**src/rtl/kv_line_fetcher.sv**
```systemverilog
// Line-fill engine: takes one line-miss address, reads the line word by word
// (critical word first, wrapping within the line) and hands it to the cache.
module kv_line_fetcher #(
    parameter int unsigned DATA_WIDTH = 32,
    parameter int unsigned ADDR_WIDTH = 32,
    parameter int unsigned LINE_SIZE  = 4
) (
    input  logic                                 i_clk,
    input  logic                                 i_rstn,
    input  logic [ADDR_WIDTH-1:0]                i_req_addr,
    input  logic                                 i_req_valid,
    output logic                                 o_req_ready,
    output logic [LINE_SIZE-1:0][DATA_WIDTH-1:0] o_line_data,
    output logic [ADDR_WIDTH-1:0]                o_line_addr,
    output logic                                 o_line_valid,
    input  logic                                 i_line_ready,
    output logic [ADDR_WIDTH-1:0]                o_mem_addr,
    output logic                                 o_mem_valid,
    input  logic                                 i_mem_ready,
    input  logic [DATA_WIDTH-1:0]                i_mem_rdata,
    input  logic                                 i_mem_rvalid,
    output logic                                 o_mem_rready
);

    localparam int unsigned OFF_W = $clog2(LINE_SIZE);
    localparam int unsigned CNT_W = OFF_W + 1;

    typedef enum logic [1:0] {
        ST_IDLE = 2'd0,
        ST_FILL = 2'd1,
        ST_RESP = 2'd2
    } state_t;

    state_t                                state_q, state_d;
    logic [ADDR_WIDTH-1:0]                 base_q, base_d;
    logic [OFF_W-1:0]                      start_q, start_d;
    logic [CNT_W-1:0]                      issue_cnt_q, issue_cnt_d;
    logic [OFF_W-1:0]                      rcv_cnt_q, rcv_cnt_d;
    logic [LINE_SIZE-1:0][DATA_WIDTH-1:0]  line_d;
    logic [ADDR_WIDTH-1:0]                 line_addr_d;
    logic [ADDR_WIDTH-1:0]                 mem_addr_d;
    logic                                  mem_valid_d;
    logic                                  mem_rready_d;
    logic                                  req_ready_d;
    logic                                  line_valid_d;
    logic [OFF_W-1:0]                      issue_off;

    // State register
    always_ff @(posedge i_clk or negedge i_rstn) begin
        if (!i_rstn) begin
            state_q <= ST_IDLE;
        end else begin
            state_q <= state_d;
        end
    end

    // Next state, counters, line assembly; outputs are pre-decoded from the next state
    always_comb begin
        state_d     = state_q;
        base_d      = base_q;
        start_d     = start_q;
        issue_cnt_d = issue_cnt_q;
        rcv_cnt_d   = rcv_cnt_q;
        line_d      = o_line_data;
        line_addr_d = o_line_addr;

        case (state_q)
            ST_IDLE: begin
                if (i_req_valid) begin
                    base_d      = {i_req_addr[ADDR_WIDTH-1:OFF_W], OFF_W'(0)};
                    start_d     = i_req_addr[OFF_W-1:0];
                    issue_cnt_d = '0;
                    rcv_cnt_d   = '0;
                    line_addr_d = i_req_addr;
                    state_d     = ST_FILL;
                end
            end
            ST_FILL: begin
                if (o_mem_valid && i_mem_ready) begin
                    issue_cnt_d = issue_cnt_q + CNT_W'(1);
                end
                if (i_mem_rvalid) begin
                    line_d[OFF_W'(start_q + rcv_cnt_q)] = i_mem_rdata;
                    rcv_cnt_d = rcv_cnt_q + OFF_W'(1);
                    if (rcv_cnt_q == OFF_W'(LINE_SIZE - 1)) begin
                        state_d = ST_RESP;
                    end
                end
            end
            ST_RESP: begin
                if (i_line_ready) begin
                    state_d = ST_IDLE;
                end
            end
            default: begin
                state_d = ST_IDLE;
            end
        endcase

        issue_off    = OFF_W'(start_d + issue_cnt_d[OFF_W-1:0]);
        mem_addr_d   = base_d | ADDR_WIDTH'(issue_off);
        mem_valid_d  = (state_d == ST_FILL) && (issue_cnt_d < CNT_W'(LINE_SIZE));
        mem_rready_d = (state_d == ST_FILL);
        req_ready_d  = (state_d == ST_IDLE);
        line_valid_d = (state_d == ST_RESP);
    end

    // Datapath and registered outputs
    always_ff @(posedge i_clk or negedge i_rstn) begin
        if (!i_rstn) begin
            base_q       <= '0;
            start_q      <= '0;
            issue_cnt_q  <= '0;
            rcv_cnt_q    <= '0;
            o_line_data  <= '0;
            o_line_addr  <= '0;
            o_mem_addr   <= '0;
            o_mem_valid  <= 1'b0;
            o_mem_rready <= 1'b0;
            o_req_ready  <= 1'b1;
            o_line_valid <= 1'b0;
        end else begin
            base_q       <= base_d;
            start_q      <= start_d;
            issue_cnt_q  <= issue_cnt_d;
            rcv_cnt_q    <= rcv_cnt_d;
            o_line_data  <= line_d;
            o_line_addr  <= line_addr_d;
            o_mem_addr   <= mem_addr_d;
            o_mem_valid  <= mem_valid_d;
            o_mem_rready <= mem_rready_d;
            o_req_ready  <= req_ready_d;
            o_line_valid <= line_valid_d;
        end
    end

endmodule

```
**config.mk**
```make
export PLATFORM = sky130hd
export DESIGN_NAME = kv_line_fetcher
export DESIGN_NICKNAME = d
export VERILOG_FILES = /design/src/rtl/kv_line_fetcher.sv
export SDC_FILE = /design/constraint.sdc
export NUM_CORES = 1
export LEC_CHECK = 0
export ABC_AREA = 1
export CORE_UTILIZATION = 45
export DETAILED_ROUTE_END_ITERATION = 7
export HOLD_SLACK_MARGIN = 0.03
export PLACE_DENSITY = 0.89
export SLEW_MARGIN = 20
export SYNTH_ARGS = -nofsm -noshare
export SYNTH_HDL_FRONTEND = slang
export SYNTH_SLANG_ARGS = --single-unit
```
**constraint.sdc**
```tcl
create_clock -name i_clk -period 2.3 [get_ports i_clk]
set_clock_uncertainty 0.15 [all_clocks]
set_input_delay 0.345 -clock i_clk [delete_from_list [all_inputs] [get_ports i_clk]]
set_output_delay 0.345 -clock i_clk [all_outputs]
set_load 0.005 [all_outputs]
```
==> impl_metrics.ini <==
[final_layout]
final_nets = 1083
synthToLayoutAreaGrowth_pct = 41.9
num-fill-cells = 1202
seqCellArea_um2 = 4430
finalInstanceArea_um2 = 10400
drive_above_1_share_pct = 6.16
multi_input_area_um2 = 2100
diodes = 0
fin_util_pct = 65.5

[global_routing]
grt_util_met3_pct = 6.23
grt_use_met2_pct = 42.3
grt_busiest_layer = met2
track_usage_pct = 24.8
grt_overflow = 0
grt_max_degree = 65
grt_first_pass_wirelength_mm = 31.3
grt_pass1_vias = 6046
antenna_found_initial = 0
met1_usage_pct = 29.0

[yosys]
synth_edf_count = 0
netlist_top_cells_count = 315 x nand2_1, 176 x dfrtp_1, 73 x nand3_1, 66 x buf_4, 64 x o21ai_1
ys_seq_elements = 177
synth_warnings = 0
synthArstFlopShare_pct = 100
synth-seq-area-share_pct = 60.2
synth_area_leaders = dfrtp_1 60%, nand2_1 16%, buf_4 6.7%
synthCells = 802
synth_top_cell_by_area = dfrtp_1
synth_ff_type = dfrtp_1
syn-num-nets = 876
ys_types = 22
netlist_area_um2 = 7360
yosysMostFrequentCell = nand2_1
yosys.area.top_type_share_pct = 59.8
synth_area_per_cell_um2 = 9.18

[timing]
min_period_ns = 2.05
worst_slack_ns = 0.246
rsz0062_at_grt = false
tightest_slew_ns = 0.390
max_freq_mhz = 487
tns_ns = 0
hold_viol = 0
setup_viol = 0
relSlewSlack_pct = 74.0
slew_violations = 0
period_share_pct = 89.3
hold_ws_ns = 0.230

[clock_network]
clk_path_buf_depth = 2
cts_tree = done
clk_latency_ns = 0.43
numCtsBuffers = 17
clk_pin_slew_worst_paths_ns = 0.07
cts.sinks = 177
cts.root.buffer_cell = clkbuf_16
cts_max_level = 4

[power]
powerDensity_nw_per_um2 = 1480
switching_share_pct = 35.2
p_int_mw = 10.1
p_seq_share_pct = 35.3
leakage_nw = 5.14
peakVddDrop_mv = 0.760
pwr-share-clk_pct = 18.5
switchingPower_mw = 5.45
p_comb_share_pct = 46.2

[die]
io_pins = 266
fp-row-count = 46
die-height_um = 130
die_area_um2 = 16900
die_w_um = 130
core_um2 = 15900
initial_core_util_pct = 46.2

[detailed_routing]
finalWirelength_mm = 20.3
dr.pass1.iters = 5
vias = 6039
avgViaCountPerCell = 4.88
drc = 0
wire_per_inst_um = 16.4
dr.first_iter.drc_count = 296
drt.antenna.violating_nets = 0

[placed_design]
placed_area_um2 = 9840
placement.io_buffers = 265
place.gp.congestion = 0.821
place_ws_ns = 0.106
post-dp-hpwl_mm = 14.6

[run_status]
outcome = complete, no violations

[setup_path]
cp_data_arrival_time_ns = 2.22
cp_max_fo = 9
end_kind = flip-flop
required_ns = 2.47
critPathKind = flip-flop to flip-flop
start_kind = flip-flop
r2r_cells = 7

[hold_path]
hp-class = primary input to asynchronous set/reset pin

[job]
max_cap_violations = 0
## cell usage in the layout (no fill, tap or decap)
| master | netlist | final |
|---|---|---|
| nand2_4 | 3 | 3 |
| clkbuf_1 | 2 | 2 |
| nand2_2 | 1 | 1 |
| dfstp_2 | 1 | 1 |
| nor2_8 | 2 | 2 |
| nand2_1 | 315 | 315 |
| nor2_4 | 1 | 1 |
| clkinv_2 | 0 | 2 |
| inv_2 | 3 | 3 |
| buf_12 | 0 | 5 |
| a21oi_1 | 2 | 2 |
| nor2_1 | 5 | 5 |
| dlygate4sd3_1 | 0 | 1 |
| bufinv_16 | 0 | 2 |
| nand3_1 | 73 | 73 |
| o21bai_1 | 2 | 2 |
| clkdlybuf4s50_1 | 0 | 264 |
| inv_8 | 0 | 2 |
| inv_1 | 44 | 44 |
| a21o_1 | 1 | 1 |
| dfrtp_1 | 176 | 176 |
| ha_1 | 4 | 4 |
| o22ai_1 | 2 | 2 |
| buf_6 | 0 | 1 |
| clkinv_4 | 0 | 5 |
| o21ai_1 | 64 | 64 |
| clkbuf_16 | 0 | 17 |
| or2_2 | 1 | 1 |
| buf_4 | 66 | 15 |
| o21ai_0 | 4 | 4 |
| inv_6 | 0 | 2 |
## power groups by stage
| stage | Clock, mW | Combinational, mW | Sequential [mW] |
|---|---|---|---|
| after global placement | 0 | 6.93 | 5.44 |
| final | 2.87 | 7.17 | 5.47 |
| after floorplan | 0 | 3.52 | 5.43 |
| after detailed placement | 0 | 7.18 | 5.47 |
| after global routing | 3.04 | 7.87 | 5.62 |
| after CTS | 2.93 | 7.23 | 5.47 |
## metrics by stage
step | power (mW) | cells
floorplan | 8.94 | 802
global placement | 12.4 | 1205
detailed placement | 12.7 | 1205
CTS | 15.6 | 1238
global route | 16.5 | 1238
finish | 15.5 | 1238
## cell type report
cell class              instances  share of cell area, %
clock buffers                  19                   4.15
flip-flops and latches        177                   42.4
multi-input cells             480                   20.1
inverters                      47                   1.69
repair buffers                286                   27.6
clock inverters                13                   1.47
well taps                     216                   2.59
## metal layers
metal	part of all wire, %	up-vias
li1	-	2875
met1	39	2879
met2	51	238
met3	6.3	47
met4	3.5	0
met5	0	-
## flip-flops by register name, summed over array words and instances, names as in the netlist
name / count
base_q: 25
issue_cnt_q: 3
o_line_addr: 9
o_line_data: 128
o_line_valid: 1
o_mem_addr: 2
o_mem_rready: 1
o_mem_valid: 1
o_req_ready: 1
rcv_cnt_q: 2
start_q: 2
state_q: 2
## critical path, cell delays in order, from the launching register on
cell and delay (ns):
dfrtp_1 0.44, nor2_1 0.23, nand2_1 0.26, inv_1 0.16, nand2_1 0.09, nand2_1 0.09
ha_1 0.23, or2_2 0.29
## what timing repair did
action	CTS	global route
endpoints found under the setup margin	0	0
hold endpoints to repair	36	0
buffers inserted	0	0
hold buffers	1	0
resized for setup	0	0
## logic make-up (layout without fill, tap and decap cells)
kind of cell	Yosys count	after routing	synth area share, %
AO/OA/AOI/OAI	75	75	5.24
flip-flops	177	177	60.2
buffers and inverters	145	365	11.3
AND/OR/NAND/NOR	401	401	22.6
adder cells (fa/ha/maj)	4	4	0.680
## worst paths after layout
kind	from	endpoint	slack, ns
max in group asynchronous	i_rstn	o_req_ready	1.03
min in group i_clk	i_req_addr[11]	base_q[11]	0.29
hold reg to reg	o_line_data[67]	o_line_data[67]	0.32
hold / removal	i_rstn	base_q[10]	0.23
setup / recovery	state_q[1]	o_mem_addr[0]	0.25
setup reg to reg	state_q[1]	o_mem_addr[0]	0.25
No activity file was read; power rests on OpenSTA's default activity.
